## src/rtl/uart_tx_arbiter.sv

```systemverilog
// uart_tx_arbiter
// Round-robin arbiter that shares one UART transmitter among NUM_REQ
// producers: captures one 16-bit word from the granted requester, issues a
// single tx_start pulse and follows tx_busy until the frame is finished.
// Optional busy-stuck watchdog: define UART_TX_ARB_TIMEOUT_EN.
module uart_tx_arbiter #(
   parameter int NUM_REQ   = 4,
   parameter int ID_W      = 2,
   parameter int BUSY_WAIT = 16,
   parameter int TIMEOUT   = 65535
) (
   input  logic                   clk,
   input  logic                   reset,
   input  logic [NUM_REQ-1:0]     req,
   input  logic [NUM_REQ*16-1:0]  req_data,
   output logic [NUM_REQ-1:0]     ack,
   output logic [ID_W-1:0]        grant_id,
   output logic [15:0]            tx_data,
   output logic                   tx_start,
   input  logic                   tx_busy,
   output logic                   active,
   output logic                   timeout_err
);

   localparam int WAIT_W = $clog2(BUSY_WAIT + 1);

   typedef enum logic [1:0] {
      IDLE,
      START,
      WAIT_BUSY,
      WAIT_DONE
   } state_t;

   state_t              state_q;
   state_t              state_d;
   logic [ID_W-1:0]     last_grant_q;
   logic [ID_W-1:0]     last_grant_d;
   logic [WAIT_W-1:0]   wait_cnt_q;
   logic [WAIT_W-1:0]   wait_cnt_d;
   logic [NUM_REQ-1:0]  ack_d;
   logic [ID_W-1:0]     grant_id_d;
   logic [15:0]         tx_data_d;
   logic                tx_start_d;
   logic                active_d;

   logic                win_found;
   logic [ID_W-1:0]     win_id;
   logic [15:0]         win_data;

`ifdef UART_TX_ARB_TIMEOUT_EN
   localparam int TO_W = $clog2(TIMEOUT + 1);

   logic [TO_W-1:0]     to_cnt_q;
   logic [TO_W-1:0]     to_cnt_d;
   logic                timeout_err_d;
`else
   logic                unused_timeout_cfg;

   assign unused_timeout_cfg = (TIMEOUT == 0);
   assign timeout_err        = 1'b0;
`endif

   // Round-robin search: the first set request after last_grant wins
   always_comb begin
      win_found = 1'b0;
      win_id    = '0;
      for (int k = 1; k <= NUM_REQ; k++) begin
         for (int i = 0; i < NUM_REQ; i++) begin
            if (!win_found && req[i] &&
                (((32'(last_grant_q) + 32'(k)) % 32'(NUM_REQ)) == 32'(i))) begin
               win_found = 1'b1;
               win_id    = ID_W'(i);
            end
         end
      end
   end

   // Select the winner's word out of the flattened request data bus
   always_comb begin
      win_data = '0;
      for (int i = 0; i < NUM_REQ; i++) begin
         if (win_id == ID_W'(i)) begin
            win_data = req_data[16*i +: 16];
         end
      end
   end

   // Next-state and next-output logic for the grant/transmit sequence
   always_comb begin
      state_d      = state_q;
      last_grant_d = last_grant_q;
      wait_cnt_d   = wait_cnt_q;
      ack_d        = '0;
      grant_id_d   = grant_id;
      tx_data_d    = tx_data;
      tx_start_d   = 1'b0;
`ifdef UART_TX_ARB_TIMEOUT_EN
      to_cnt_d      = to_cnt_q;
      timeout_err_d = 1'b0;
`endif
      unique case (state_q)
         IDLE: begin
            if (win_found) begin
               ack_d      = NUM_REQ'(1) << win_id;
               grant_id_d = win_id;
               tx_data_d  = win_data;
               state_d    = START;
            end
         end
         START: begin
            tx_start_d = 1'b1;
            wait_cnt_d = '0;
            state_d    = WAIT_BUSY;
         end
         WAIT_BUSY: begin
            if (tx_busy) begin
`ifdef UART_TX_ARB_TIMEOUT_EN
               to_cnt_d = '0;
`endif
               state_d  = WAIT_DONE;
            end else begin
               wait_cnt_d = wait_cnt_q + WAIT_W'(1);
               if (wait_cnt_d == WAIT_W'(BUSY_WAIT)) begin
                  last_grant_d = grant_id;
                  state_d      = IDLE;
               end
            end
         end
         WAIT_DONE: begin
            if (!tx_busy) begin
               last_grant_d = grant_id;
               state_d      = IDLE;
            end
`ifdef UART_TX_ARB_TIMEOUT_EN
            else begin
               to_cnt_d = to_cnt_q + TO_W'(1);
               if (to_cnt_d == TO_W'(TIMEOUT)) begin
                  timeout_err_d = 1'b1;
                  last_grant_d  = grant_id;
                  state_d       = IDLE;
               end
            end
`endif
         end
         default: begin
            state_d = IDLE;
         end
      endcase
      active_d = (state_d != IDLE);
   end

   // State register and registered outputs; reset drops any word in flight
   always_ff @(posedge clk) begin
      if (reset) begin
         state_q      <= IDLE;
         last_grant_q <= ID_W'(NUM_REQ - 1);
         wait_cnt_q   <= '0;
         ack          <= '0;
         grant_id     <= '0;
         tx_data      <= '0;
         tx_start     <= 1'b0;
         active       <= 1'b0;
      end else begin
         state_q      <= state_d;
         last_grant_q <= last_grant_d;
         wait_cnt_q   <= wait_cnt_d;
         ack          <= ack_d;
         grant_id     <= grant_id_d;
         tx_data      <= tx_data_d;
         tx_start     <= tx_start_d;
         active       <= active_d;
      end
   end

`ifdef UART_TX_ARB_TIMEOUT_EN
   // Busy-stuck watchdog counter and its one-cycle error pulse
   always_ff @(posedge clk) begin
      if (reset) begin
         to_cnt_q    <= '0;
         timeout_err <= 1'b0;
      end else begin
         to_cnt_q    <= to_cnt_d;
         timeout_err <= timeout_err_d;
      end
   end
`endif

endmodule

```

## config.mk

```make
export PLATFORM = sky130hd
export DESIGN_NAME = uart_tx_arbiter
export DESIGN_NICKNAME = d
export VERILOG_FILES = /design/src/rtl/uart_tx_arbiter.sv
export SDC_FILE = /design/constraint.sdc
export NUM_CORES = 1
export LEC_CHECK = 0
export ABC_AREA = 1
export ABC_CLOCK_PERIOD_IN_PS = 2700
export CAP_MARGIN = 25
export CORE_ASPECT_RATIO = 1.5
export CORE_MARGIN = 2
export CORE_UTILIZATION = 41
export DETAILED_ROUTE_END_ITERATION = 10
export GPL_TIMING_DRIVEN = 0
export PLACE_DENSITY = 0.8
export SLEW_MARGIN = 0
export SYNTH_ARGS = -nofsm -noshare
export SYNTH_HDL_FRONTEND = slang
export SYNTH_SLANG_ARGS = --single-unit
export TNS_END_PERCENT = 20
```

## constraint.sdc

```tcl
create_clock -name clk -period 2.7 [get_ports clk]
set_clock_uncertainty 0.1 [all_clocks]
set_input_delay 0.27 -clock clk [delete_from_list [all_inputs] [get_ports clk]]
set_output_delay 0.27 -clock clk [all_outputs]
set_load 0.1 [all_outputs]
```

# ---- Word-level counts from Yosys, hierarchy flattened
# Index checks and enable logic that the tools add are counted.
dict set report word_totals {
  output_inout_bits 25
  input_bits 71
  memories 0
  latch_bits 0
  ram_bits 0
  register_bits 33
  romBits 0
}
dict set report classes {
  mux 47
  div_mod_pow 0
  bitwise_logic 2
  reduce_logical 59
  mul 0
  n_shift 1
  magnitude_cmp 0
  n_addsub 5
  n_eq_ne 22
}
# cell count
set op_table {}
lappend op_table {{zero test 32 bit} 4}
lappend op_table {{two-way mux 16 bit} 4}
lappend op_table {{two-way mux 2 bit} 21}
lappend op_table {{logical AND 1 bit} 31}
lappend op_table {{equality test 2 bit (second input constant)} 12}
lappend op_table {{two-way mux 1 bit} 18}
lappend op_table {{zero test 1 bit} 15}
lappend op_table {{equality test 2 x 1 -> 1 bit (second input constant)} 6}
lappend op_table {{case mux 5 bit (2 select lines)} 1}
lappend op_table {{case mux 2 bit (4 select lines)} 1}
lappend op_table {{inequality test 2 bit (second input constant)} 3}
lappend op_table {{nonzero test 2 bit} 3}
lappend op_table {{adder 5 x 1 -> 5 bit (second input constant)} 1}
lappend op_table {{equality test 5 bit (second input constant)} 1}
lappend op_table {{two-way mux 5 bit} 1}
lappend op_table {{adder 2 x 1 -> 2 bit (second input constant)} 2}
lappend op_table {{adder 2 bit (second input constant)} 2}
lappend op_table {{zero test 2 bit} 2}
lappend op_table {{case mux 2 bit (2 select lines)} 1}
lappend op_table {{AND reduction 2 bit} 2}
lappend op_table {{AND reduction 4 bit} 1}
lappend op_table {{left shift 1 x 2 -> 4 bit (first input constant)} 1}
lappend op_table {{OR reduction 3 bit} 1}
lappend op_table {{NOT 1 bit} 2}

# ---- Longest topological paths before layout
dict set report depth {
  word_depth 69
  depth_mapped 18
  mapped_depth_nobuf 17
}

# ---- Worst setup path after synthesis
# OpenSTA, ideal clock, no wires.
dict set report synth_timing {
  kind {register to register}
  from {register last_grant_q[0]}
  to {register tx_data[10]}
  arrival_time_ns 2.018
  required_ns 2.481
  path_stages_with_launch 17
  setup_ns 0.119
  slack_ns 0.463
  path_cell_list {dfxtp_1 > inv_2 > nand3_1 > nand2_1 > nor2_2 > nand4_2 > nor2_1 > nand4_2 > nor3_4 > nand4_4 > nand2_4 > inv_2 > buf_6 > nand3_1 > nand3_1 > nor2_1 > nor2_1}
}
dict set report synth_between {
  elab_chain_cells 69
  elab_cells_between_ends 106
  cone_classes {add/sub: 4; eq/ne: 15; mux: 35; reduce/logical: 52}
}
# element line
set synth_lines {}
lappend synth_lines {{start, declared} 36} ;# logic [ID_W-1:0] last_grant_q;
lappend synth_lines {{start signal, assigned} 156} ;# last_grant_q <= ID_W'(NUM_REQ - 1);
lappend synth_lines {{start signal, assigned} 165} ;# last_grant_q <= last_grant_d;
lappend synth_lines {{adder 2 x 1 -> 2 bit} 70} ;# (((32'(last_grant_q) + 32'(k)) % 32'(NUM_REQ)) == 32'(i))) begin
lappend synth_lines {{zero test 32 bit} 70}
lappend synth_lines {{logical AND 1 bit} 69} ;# if (!win_found && req[i] &&
lappend synth_lines {{two-way mux 1 bit} 69}
lappend synth_lines {{zero test 1 bit} 69}
lappend synth_lines {{logical AND 1 bit (2 in a row)} 69}
lappend synth_lines {{two-way mux 1 bit} 69}
lappend synth_lines {{zero test 1 bit} 69}
lappend synth_lines {{[47 not listed]} --}
lappend synth_lines {{zero test 1 bit} 69}
lappend synth_lines {{logical AND 1 bit (2 in a row)} 69}
lappend synth_lines {{two-way mux 1 bit} 69}
lappend synth_lines {{zero test 1 bit} 69}
lappend synth_lines {{logical AND 1 bit (2 in a row)} 69}
lappend synth_lines {{two-way mux 2 bit} 69}
lappend synth_lines {{zero test 2 bit} 82} ;# if (win_id == ID_W'(i)) begin
lappend synth_lines {{two-way mux 16 bit (4 in a row)} 82}
lappend synth_lines {{end signal, assigned} 169} ;# tx_data <= tx_data_d;
lappend synth_lines {{end, declared} 18} ;# output logic [15:0] tx_data,
# Several ways; a longest one is shown, not always the timed one.
# A chain may end at the register's enable or synchronous reset.

# ---- Final worst setup path
dict set report layout_timing {
  from {register last_grant_q[1]}
  to {register tx_data[3]}
}
# Same word-level chain as after synthesis.

==> results.md <==
- Most common cell after layout, fill and taps aside: clkdlybuf4s50_1
- Total power: 2.157 mW
- Post-synthesis net count: 387
- Final net count: 491
- Number of distinct standard cells referenced by the synthesized netlist: 30
- Drt first pass iters: 4
- Final setup vio count: 0
- Post-Syn Instances: 315
- Avg Inst Size Synth: 6.451 sq um
- Crit path kind: register to register
- Post-layout minimum cycle time: 2518 ps
- Port Buffers: 93
- Clk buf depth: 2
- First-pass GRT wire length: 9.763 mm
- DR DRC count: 0
- Initial antenna violation count: 0
- Hold Buf Count CTS: 0
- Vias: 2465
- GRT Resource Usage Total: 0.2280
- WL/cell: 13.06 microns
- ANT cells: 0
- Root Driver: clkbuf_8
- Crit Path Max Fanout: 10
- Cell count after placement: 474
- Grt ovf: 0
- Final worst-path cycle share: 0.9325
- Die outline height: 90.22 microns
- Pre-CTS setup slack: -309.1 ps
- Initial Util: 0.4225
- DR iter-0 viols: 65
- Die W: 61.48 microns
- H-tree depth: 2
- Core area: 4810 sq um
- CTS tree: built
- Data arrival time of the critical path: 2600 ps
- Top-Level Pins: 96
- Layout Cells excl Fill: 485
- Leading area contributor after synthesis: dfxtp_1
- Final Max Slew Viols: 0
- Seq/Total Area, Yosys: 0.3251
- Peak VDD IR: 370.0 uV
- GPL Wtd Cong: 0.8981
- Setup WS post-layout: 182.2 ps
- Detailed Route WL: 6.335 mm
- Rows: 31
- Commonest non-fill, non-tap cells in the layout: clkdlybuf4s50_1 (89), nand3_1 (70), nand2_1 (62), nor2_1 (43), dfxtp_1 (31)
- Seq cells post-synth: 33
- Max cap viols: 0
- Fin Hold WS: 265.8 ps
- Largest net degree at the start of global routing: 11
- Synth area leaders: dfxtp_1 (33%), nand3_1 (18%), nand2_1 (11%)
- Status: finished, final reports clean
- Crit start category: register
- Area Growth Syn to Fin: 59.11%
- Synth Area in Adders: 0.006158
- Sink Count: 33
- Post-DP HPWL: 4.963 mm
- Post-Synth Simple-Gate Area: 0.4711
- Fraction of layout cells with a size suffix above 1: 0.1146
- Clk slew on worst S/H paths: 70 ps
- Compound-Gate Fraction of Synth Area: 0.08682
- Slew HR: 0.3122
- Full die area: 5547 sq um
- Synthesized area: 2032 sq um
- Routed Antenna Nets: 0
- Vias in the first global route: 2279
- Latest clock arrival within the worst-skew pair: 290 ps
- Xor/xnor share of the synthesized area: 0.008621
- Setup TNS: 0 ps
- Worst slew pin tran: 1029 ps
- HP Class: input pin to register
- Vias/cell: 5.082
- Num CTS Buffers: 5
- Fmax: 397.2 MHz
- Crit end category: register
- Main combinational cell family by area after synthesis: simple AND/OR/NAND/NOR gates
- Final Hold Viols: 0
- Cell Pwr Density: 667.2 nW/um^2
- CP Data Required Time: 2780 ps
- Lkg Pwr: 1.391 nW
- Synth top area share: 0.3251
- Yosys warning count: 0
- Mux cell area share after synthesis: 0
## critical path, cell delays in order, from the launching register on
cell and delay [ps]:
dfxtp_4 380, nor2_2 60, nand2_1 70, nand2_1 60, nor2_2 150, nand4_2 110
nor2_1 140, nand4_2 160, nor3_4 270, nand3_1 120, o21ai_2 150, inv_2 100
clkbuf_1 230, o21ai_0 230, nor2_1 70
## repair_timing
item                       4_1_cts  5_1_grt
pin swaps                        0        9
setup buffers                    0        5
gates cloned                     0        0
gates resized for setup          1       25
setup endpoints to repair        1       20
## Yosys cell counts (all sizes together)
library cell,count
ha,1
conb,1
o21bai,1
xnor2,2
o211ai,2
o21ai,20
a21oi,7
nor2,50
o31ai,2
nand2,65
clkbuf,6
inv,26
buf,10
or2,1
dfxtp,33
nand4,8
nor3,7
nand3,73
## sequential cells by signal, indices dropped and copies added, names as in the netlist
register / count
wait_cnt_q: 5
tx_start: 1
grant_id: 2
ack: 4
last_grant_q: 2
tx_data: 16
state_q: 2
active: 1
## cell families (layout without fill, tap and decap cells)
family / Yosys count / count (layout)
and+or+nand+nor: 204 / 204
DFF: 33 / 33
AOI/OAI and AO/OA: 32 / 32
adders and majority gates: 1 / 1
xor gates and xnor gates: 2 / 2
buffers and inverters: 42 / 146
other: 1 / 1
## per-layer routing
layer,wire length (microns),track usage,part of all wire,vias up
met3,262,0.04460,0.041,15
met4,187,0.08688,0.030,0
met1,2333,0.2391,0.37,1120
met5,0,0,0,-
met2,3552,0.4167,0.56,77
li1,-,-,-,1253
## where the power goes
group          internal (mW)  switching [mW]
Combinational          0.363           0.820
Sequential             0.557          0.0384
Clock                  0.202           0.176
## stage by stage
| stage | cell area, sq um | util |
|---|---|---|
| 2_1_floorplan | 2032 | - |
| 3_3_place_gp | 3045 | 0.6332 |
| 3_5_place_dp | 3045 | 0.6332 |
| 4_1_cts | 3131 | 0.6509 |
| 5_1_grt | 3233 | 0.6722 |
| 6_report | 3233 | 0.6722 |
## worst paths after layout
| check | slack, ps | to | cells past startpoint | from |
|---|---|---|---|---|
| min | 270 | tx_start | 2 | reset |
| min reg2reg | 380 | tx_data[15] | 2 | tx_data[15] |
| max | 180 | tx_data[3] | 14 | last_grant_q[1] |
| max reg2reg | 180 | tx_data[3] | 14 | last_grant_q[1] |
## cell type report
class,instances,area (sq um)
flip-flops and latches,33,668.1
fillers,459,1577
clock buffers,7,86.33
plain buffers,15,110.1
repair buffers,98,974.7
inverters,26,105.1
well taps,66,82.58
multi-input cells,240,1206
(Power assumes the default switching activity.)
